<file path="config.mk">
export PLATFORM = sky130hd
export DESIGN_NAME = pipe_hazard_ctrl
export DESIGN_NICKNAME = d
export VERILOG_FILES = /design/src/rtl/pipe_hazard_ctrl.sv
export SDC_FILE = /design/constraint.sdc
export NUM_CORES = 1
export LEC_CHECK = 0
export ABC_CLOCK_PERIOD_IN_PS = 1550
export CAP_MARGIN = 15
export CORE_AREA = 5 5 68 70
export DETAILED_ROUTE_END_ITERATION = 7
export DIE_AREA = 0 0 73 75
export HOLD_SLACK_MARGIN = 0.1
export PLACE_DENSITY_LB_ADDON = 0.15
export RECOVER_POWER = 100
export SYNTH_ARGS = -nofsm -noshare
export SYNTH_HDL_FRONTEND = slang
export SYNTH_SLANG_ARGS = --single-unit
</file>
<file path="constraint.sdc">
create_clock -name clk -period 1.55 [get_ports clk]
set_input_delay 0.155 -clock clk [delete_from_list [all_inputs] [get_ports clk]]
set_output_delay 0.155 -clock clk [all_outputs]
set_load 0.05 [all_outputs]
</file>
<file path="src/rtl/pipe_hazard_ctrl.sv">
// Pipeline sequencing controller: per-stage enables/flushes, MDU occupancy FSM.
// Latency: outputs are combinational (Mealy) from FSM state and inputs; only the state, counter and perf counters are registered.
// Backpressure: a data-memory wait freezes everything up to EX/MEM; MDU and load-use stalls hold the front end. PIPE_CTRL_PERF_EN adds perf counters.
module pipe_hazard_ctrl #(
    parameter int REG_AW     = 5,
    parameter int MDU_CYCLES = 32,
    parameter int CNT_W      = 6,
    parameter int PERF_W     = 32
) (
    input  logic              clk,
    input  logic              reset,
    input  logic [REG_AW-1:0] id_rs,
    input  logic [REG_AW-1:0] id_rt,
    input  logic              id_uses_rt,
    input  logic              ex_memread,
    input  logic [REG_AW-1:0] ex_rd_addr,
    input  logic              ex_branch_taken,
    input  logic              ex_mdu_start,
    input  logic              mem_req,
    input  logic              mem_ready,
    output logic              pc_en,
    output logic              ifid_en,
    output logic              idex_en,
    output logic              exmem_en,
    output logic              memwb_en,
    output logic              ifid_flush,
    output logic              idex_flush,
    output logic              exmem_flush,
    output logic              memwb_flush,
    output logic              mdu_busy,
    output logic [PERF_W-1:0] perf_stall_cnt,
    output logic [PERF_W-1:0] perf_flush_cnt
);

    typedef enum logic {RUN = 1'b0, MDU_BUSY = 1'b1} state_t;

    state_t           state;
    logic [CNT_W-1:0] mdu_cnt;

    logic mem_wait;
    logic mdu_stall;
    logic load_use;
    logic branch_flush;

    assign mem_wait  = mem_req & ~mem_ready;
    assign mdu_stall = ((state == RUN) & ex_mdu_start) |
                       ((state == MDU_BUSY) & (mdu_cnt != '0));
    assign load_use  = ex_memread & (ex_rd_addr != '0) &
                       ((ex_rd_addr == id_rs) | (id_uses_rt & (ex_rd_addr == id_rt)));
    // A branch only squashes when EX is actually advancing.
    assign branch_flush = ~reset & ~mem_wait & ~mdu_stall & ex_branch_taken;
    assign mdu_busy     = (state == MDU_BUSY);

    always_comb begin
        pc_en       = 1'b0;
        ifid_en     = 1'b0;
        idex_en     = 1'b0;
        exmem_en    = 1'b0;
        memwb_en    = 1'b0;
        ifid_flush  = 1'b0;
        idex_flush  = 1'b0;
        exmem_flush = 1'b0;
        memwb_flush = 1'b0;
        if (!reset) begin
            if (mem_wait) begin
                memwb_en    = 1'b1;
                memwb_flush = 1'b1;
            end else if (mdu_stall) begin
                exmem_en    = 1'b1;
                exmem_flush = 1'b1;
                memwb_en    = 1'b1;
            end else if (ex_branch_taken) begin
                pc_en      = 1'b1;
                ifid_en    = 1'b1;
                idex_en    = 1'b1;
                exmem_en   = 1'b1;
                memwb_en   = 1'b1;
                ifid_flush = 1'b1;
                idex_flush = 1'b1;
            end else if (load_use) begin
                idex_en    = 1'b1;
                idex_flush = 1'b1;
                exmem_en   = 1'b1;
                memwb_en   = 1'b1;
            end else begin
                pc_en    = 1'b1;
                ifid_en  = 1'b1;
                idex_en  = 1'b1;
                exmem_en = 1'b1;
                memwb_en = 1'b1;
            end
        end
    end

    // The count runs through memory waits; only the final release waits for them.
    always_ff @(posedge clk or posedge reset) begin
        if (reset) begin
            state   <= RUN;
            mdu_cnt <= '0;
        end else begin
            case (state)
                RUN: begin
                    if (ex_mdu_start) begin
                        mdu_cnt <= CNT_W'(MDU_CYCLES - 1);
                        state   <= MDU_BUSY;
                    end
                end
                MDU_BUSY: begin
                    if (mdu_cnt != '0) begin
                        mdu_cnt <= mdu_cnt - CNT_W'(1);
                    end else if (!mem_wait) begin
                        state <= RUN;
                    end
                end
                default: state <= RUN;
            endcase
        end
    end

`ifdef PIPE_CTRL_PERF_EN
    logic [PERF_W-1:0] stall_q;
    logic [PERF_W-1:0] flush_q;

    always_ff @(posedge clk or posedge reset) begin
        if (reset) begin
            stall_q <= '0;
            flush_q <= '0;
        end else begin
            if (!pc_en && (stall_q != '1)) begin
                stall_q <= stall_q + PERF_W'(1);
            end
            if (branch_flush && (flush_q != '1)) begin
                flush_q <= flush_q + PERF_W'(1);
            end
        end
    end

    assign perf_stall_cnt = stall_q;
    assign perf_flush_cnt = flush_q;
`else
    logic unused_perf;
    assign unused_perf    = branch_flush;
    assign perf_stall_cnt = '0;
    assign perf_flush_cnt = '0;
`endif

endmodule

</file>
==> flow_summary_export.csv, run 1 <==
group,metric,value,unit
outcome,outcome,"finished with violations",
outcome,violations,"setup timing",
logic_synthesis,synth_top_family_by_area,"buffers and inverters",
clock_network,clkLatencyLatePin,230,ps
power_and_ir_drop,power_switching,0.9430,mW
power_and_ir_drop,p_int,0.9387,mW
placement,placed_cells,227,
critical_path,crit_path_end_kind,"output port",
timing,maxSlewViolCount,0,
logic_synthesis,synthMuxAreaShare,0.9467,%
critical_path,critPathRequiredTime,1390,ps
logic_synthesis,synth_compound_area_share,8.757,%
drt,wire_per_inst,10.99,um
floorplan,die_x,73,um
logic_synthesis,ys_ff_latch,7,
placement,place_congestion,0.7920,
timing,final_hold_viol_count,0,
clock_network,cts-root-buf,"clkbuf_8",
drt,dr.pass1.iters,2,
drt,top_layer,"met4",
placement,dp_hpwl,2216,um
drt,wl_met3,250,um
finish,final_cell_mix,"conb_1, buf_4, xor2_1, clkdlybuf4s50_1, clkbuf_2",
power_and_ir_drop,clockPowerShare,14.0,%
power_and_ir_drop,ir_drop,0.4451,mV
placement,portBuffers,32,
worst_hold_path,hp-class,"reg -> reg",
floorplan,die_h,75,um
power_and_ir_drop,p_sw_share,50.11,%
finish,drive_above_1_share,35.29,%
global_routing,first_global_vias,823,
logic_synthesis,ys.warnings.count,0,
logic_synthesis,avgSynthCellArea,8.010,um^2
clock_network,clock-sinks,7,
clock_network,cts_tree,"built",
logic_synthesis,synth_cell_types,28,
floorplan,core-area,0.003914,mm^2
critical_path,crit_chain,"inv_2 -> ha_4 -> a41o_1 -> nand2_2 -> clkinvlp_4 -> o31a_4 -> buf_12",
timing,min_period,1719,ps
power_and_ir_drop,leakagePower,0.7932,nW
drt,viasPerCell,3.557,
timing,clock_skew,3.668,ps
drt,dr_wl_met2,1478,um
drt,drt_wl_total,2605,um
drt,final_antenna_net_count,0,
placement,placed_area,0.001385,mm^2
finish,final_common_cell,"conb_1",
timing,hold_slack,502.5,ps
critical_path,start_kind,"flip-flop",
finish,area_growth_syn_to_layout,47.10,%
global_routing,overflow,0,
global_routing,grt.total_usage,8.528,%
drt,routed-via-count,843,
power_and_ir_drop,pwr-share-comb,67.6,%
placement,place_ws,-449.3,ps
critical_path,critPathMaxFanout,3,
run,maxCapViolations,0,
global_routing,grt_pass1_wl,3677,um
clock_network,ctsHtreeMaxLevel,1,
finish,diodes,0,
critical_path,criticalPathCategory,"reg -> out",
floorplan,initial_core_util,27.01,%
logic_synthesis,synth_xor_area_share,10.77,%
clock_network,cts_made_buffers,3,
clock_network,clock_path_buffers,2,
clock_network,clkTransAtPathRegs,40,ps
logic_synthesis,syn_inst,132,
timing,setup_ws,-169.4,ps
global_routing,grt_antenna_before_repair,0,
drt,route.detailed.drc,0,
floorplan,core.rowCount,23,
floorplan,io_pins,97,
critical_path,cp.arrival,1560,ps
floorplan,die_area,0.005475,mm^2
logic_synthesis,synth-simple-area-share,11.83,%
critical_path,cpMaxStageDelayCell,"dfrtp_1",
timing,maxClockFrequency,581.6,MHz
power_and_ir_drop,power_density,1210,mW/mm^2
critical_path,crit_path_max_incr_delay,360,ps
global_routing,grt_max_degree,9,
logic_synthesis,yosysSeqAreaShare,16.57,%
timing,rsz0062_at_grt,"true",
timing,fin_crit_sh,110.9,%
logic_synthesis,mappedNetlistArea,0.001057,mm^2
power_and_ir_drop,pwr-share-seq,18.4,%
finish,final_cells,237,
finish,nets,213,
finish,final_cell_area,0.001555,mm^2
logic_synthesis,synthAdderAreaFrac,2.367,%
drt,drtIter0Drc,10,
drt,drt-met1-wl,845,um
timing,finalSetupViolCount,13,
## routing by layer
| metal | vias up | track usage, % |
|---|---|---|
| li1 | 407 | - |
| met1 | 384 | 9.375 |
| met2 | 50 | 15.99 |
| met3 | 2 | 1.869 |
| met4 | 0 | 3.074 |
| met5 | - | 0 |
## worst max-delay path: cells and delay by family (launching register included)
family | cells | cell delay (ps)
AO/OA/AOI/OAI | 2 | 350
flip-flops | 1 | 360
buffers and inverters | 3 | 330
AND/OR/NAND/NOR | 1 | 140
adder cells (fa/ha/maj) | 1 | 150
## repair_timing
item,4_1_cts,5_1_grt
buffers inserted,7,1
pin swaps,9,12
hold endpoints to repair,0,0
hold buffers,0,0
gates resized for setup,39,22
setup endpoints to repair,12,13
## final timing paths
| path | startpoint | endpoint | slack, ps | cells after the start |
|---|---|---|---|---|
| hold reg to reg | mdu_busy | mdu_busy | 500 | 1 |
| hold / removal | mdu_busy | mdu_busy | 500 | 1 |
| min in group asynchronous | reset | mdu_cnt[4] | 520 | 3 |
| max in group asynchronous | reset | mdu_busy | 700 | 3 |
| setup reg to reg | mdu_cnt[1] | mdu_cnt[2] | -130 | 6 |
| setup / recovery | mdu_cnt[1] | ifid_en | -170 | 7 |
## logic make-up after synthesis
kind of cell | count (synthesis)
multiplexers | 1
buffers and inverters | 71
flip-flops | 7
adder cells (fa/ha/maj) | 2
other | 1
AO/OA/AOI/OAI | 12
AND/OR/NAND/NOR | 25
XOR/XNOR | 13
## through the flow
stage / total power [mW] / setup TNS [ps] / utilization [%]
after floorplan: 1.197 / -936.8 / -
after global placement: 1.424 / -2028 / 35.39
after detailed placement: 1.434 / -2086 / 35.39
after CTS: 1.853 / -1494 / 39.77
after global routing: 1.995 / -2528 / 39.74
final: 1.882 / -1407 / 39.74
## flip-flops by register name (all words and copies together), names as in the netlist
signal    cells
mdu_cnt       6
mdu_busy      1
## power by group through the flow
stage	logic [mW]	registers [mW]	clock network (mW)
2_1_floorplan	0.835	0.363	0
3_3_place_gp	1.09	0.337	0
3_5_place_dp	1.09	0.342	0
4_1_cts	1.24	0.344	0.271
5_1_grt	1.37	0.354	0.275
6_report	1.27	0.346	0.263
## cells in the mapped netlist
library cell,count,share of area (%)
nor2_1,7,2.5
o2111ai_1,1,0.83
nor2b_1,1,0.59
o211ai_2,1,1.2
nand3_1,1,0.47
xor2_1,12,9.9
nand2b_1,2,1.2
o31a_1,1,0.83
conb_1,1,0.35
or4_1,1,0.71
clkbuf_2,1,0.47
a31oi_1,1,0.59
buf_4,65,46
xnor2_1,1,0.83
o31ai_1,1,0.71
a41o_1,1,0.95
mux2i_1,1,0.95
o21ai_0,3,1.4
dfrtp_1,7,17
nor4_1,1,0.59
and2_1,1,0.59
inv_1,5,1.8
or4b_4,1,1.3
nor3_1,3,1.4
ha_1,2,2.4
nand2_1,7,2.5
a32oi_1,1,0.83
o211ai_1,2,1.4
## final cells by class
class / count / area, um^2
multi-input cells: 117 / 734.5
repair buffers: 54 / 510.5
fillers: 395 / 2359
flip-flops and latches: 7 / 176.4
well taps: 50 / 62.56
clock buffers: 4 / 45.04
inverters: 5 / 26.28
(Power assumes the default switching activity.)
==> run 2, diff against run 1 <==
--- a/config.mk
+++ b/config.mk
@@ -7,9 +7,9 @@
 export LEC_CHECK = 0
 export ABC_CLOCK_PERIOD_IN_PS = 1550
 export CAP_MARGIN = 15
-export CORE_AREA = 5 5 68 70
+export CORE_AREA = 2 2 65 67
 export DETAILED_ROUTE_END_ITERATION = 7
-export DIE_AREA = 0 0 73 75
+export DIE_AREA = 0 0 67 69
 export HOLD_SLACK_MARGIN = 0.1
 export PLACE_DENSITY_LB_ADDON = 0.15
 export RECOVER_POWER = 100
==> run 2 against run 1 <==
Compared with the run above:
- largest cell class unchanged
- die area shrank 16%
- setup slack lost 16 ps
- fmax shrank 0.90%
- via count shrank 1.8%
- the flow still finishes with violations (setup timing)
- register-to-register slack is essentially flat
- sequential share of layout area grew 0.22 points
- cell area shrank 1.9%
- clock-buffer cell count is the same
- final cell count shrank 1.7%
- routed wire length shrank 8.4%
- critical path depth is the same
- clock power is essentially flat
==> flow_summary_export.csv, run 2 (synthesized netlist as in run 1, its figures left out) <==
group,metric,value,unit
outcome,outcome,"finished with violations",
outcome,violations,"setup timing",
finish,finalCoreUtilization,38.97,%
finish,diodes,0,
timing,fin_crit_sh,111.9,%
drt,final_antenna_net_count,0,
global_routing,grt_max_degree,9,
finish,nets,209,
finish,multi_input_area,743.2,um^2
finish,nFillCells,412,
drt,wire_per_inst,10.24,um
clock_network,clock_path_buffers,2,
drt,drtIter0Drc,21,
critical_path,cp.arrival,1580,ps
drt,dr.pass1.iters,4,
power_and_ir_drop,ir_drop,0.3495,mV
critical_path,cpMaxStageDelayCell,"nor4_2",
finish,final_cells,233,
global_routing,overflow,0,
clock_network,clkTransAtPathRegs,40,ps
finish,regMostFlops,"mdu_cnt",
placement,placed_cells,226,
finish,final_common_cell,"conb_1",
timing,clock_skew,4.383,ps
clock_network,cts_tree,"built",
timing,final_hold_viol_count,0,
clock_network,clock-sinks,7,
finish,drive_above_1_share,32.24,%
critical_path,crit_path_max_incr_delay,290,ps
floorplan,core-area,0.003914,mm^2
timing,rsz0062_at_grt,"true",
floorplan,die_x,67,um
finish,area_growth_syn_to_layout,44.26,%
placement,portBuffers,32,
timing,relSlewSlack,60.78,%
run,maxCapViolations,0,
clock_network,clkLatencyLatePin,230,ps
drt,routed-via-count,828,
critical_path,critPathMaxFanout,2,
critical_path,start_kind,"input port",
global_routing,grt_antenna_before_repair,0,
drt,drt_wl_total,2387,um
finish,final_cell_mix,"conb_1, buf_4, xor2_1, clkdlybuf4s50_1, dfrtp_1",
floorplan,initial_core_util,27.01,%
clock_network,cts_hold_buffers,0,
timing,setup_ws,-185.0,ps
critical_path,crit_path_end_kind,"output port",
timing,maxSlewViolCount,0,
global_routing,grt_pass1_wl,3684,um
finish,final_cell_area,0.001525,mm^2
finish,regArea,176.4,um^2
worst_hold_path,hp-class,"in -> async",
timing,finalSetupViolCount,11,
critical_path,crit_chain,"clkdlybuf4s15_1 -> xor2_1 -> nor4_2 -> a32oi_1 -> buf_4 -> o31ai_4 -> buf_12",
timing,min_period,1735,ps
floorplan,io_pins,97,
power_and_ir_drop,leakagePower,0.7561,nW
timing,tightest_slew,590.9,ps
drt,route.detailed.drc,0,
timing,maxClockFrequency,576.4,MHz
floorplan,die_h,69,um
floorplan,die_area,0.004623,mm^2
critical_path,critPathRequiredTime,1390,ps
placement,place_congestion,0.7064,
power_and_ir_drop,power_density,1204,mW/mm^2
finish,largest_reg_flops,6,
clock_network,ctsHtreeMaxLevel,1,
clock_network,cts-root-buf,"clkbuf_8",
critical_path,criticalPathCategory,"in -> out",
placement,dp_hpwl,1904,um
placement,placed_area,0.001378,mm^2
clock_network,cts_made_buffers,3,
global_routing,first_global_vias,737,
global_routing,grt.total_usage,10.41,%
floorplan,core.rowCount,23,
drt,viasPerCell,3.554,
run 2: layout make-up:
class | instances | share of cell area [%]
well taps | 50 | 4.102
repair buffers | 50 | 30.93
clock buffers | 4 | 2.953
multi-input cells | 117 | 48.73
flip-flops and latches | 7 | 11.57
inverters | 5 | 1.723
run 2: layer usage:
metal  up-vias  track usage, %  wire (um)
li1        400               -          -
met4         0           3.855         34
met2        52           19.25       1403
met5         -               0          0
met3         4           2.773        192
met1       372           10.79        756
run 2: what timing repair did:
item,4_1_cts,5_1_grt
pin swaps,9,11
buffers inserted,3,1
endpoints found under the setup margin,12,12
gates resized for setup,36,20
run 2: power by group:
| part | internal, mW | switching [mW] | leakage, nW |
|---|---|---|---|
| clock network | 0.178 | 0.0818 | 0.0228 |
| logic | 0.452 | 0.781 | 0.655 |
| registers | 0.273 | 0.0699 | 0.0787 |
| total | 0.903 | 0.933 | 0.756 |
run 2: metrics by stage:
| stage | TNS [ps] | worst slack, ps | total power [mW] | hold WS (ps) |
|---|---|---|---|---|
| 2_1_floorplan | -936.8 | -293.6 | 1.197 | 16.61 |
| 3_3_place_gp | -1954 | -439.7 | 1.419 | 552.5 |
| 3_5_place_dp | -2119 | -500.2 | 1.431 | 552.7 |
| 6_report | -1143 | -185.0 | 1.836 | 537.4 |
| 5_1_grt | -2114 | -232.1 | 1.970 | 595.3 |
| 4_1_cts | -1349 | -230.2 | 1.794 | 312.2 |
run 2: path summary, 6_finish.rpt:
kind / start / endpoint / slack, ps / cells past startpoint
min reg2reg: mdu_cnt[0] / mdu_cnt[0] / 570 / 2
min: reset / mdu_cnt[5] / 540 / 3
min in group clk: mdu_cnt[0] / mdu_cnt[0] / 570 / 2
max: id_rt[2] / idex_flush / -190 / 7
max in group asynchronous: reset / mdu_busy / 670 / 3
max reg2reg: mdu_cnt[0] / mdu_cnt[2] / -140 / 6
run 2: worst max-delay path: cells and delay by family:
| family | cells | cell delay [ps] |
|---|---|---|
| AOI/OAI and AO/OA | 2 | 450 |
| xor gates and xnor gates | 1 | 170 |
| and+or+nand+nor | 1 | 290 |
| buffers and inverters | 3 | 510 |
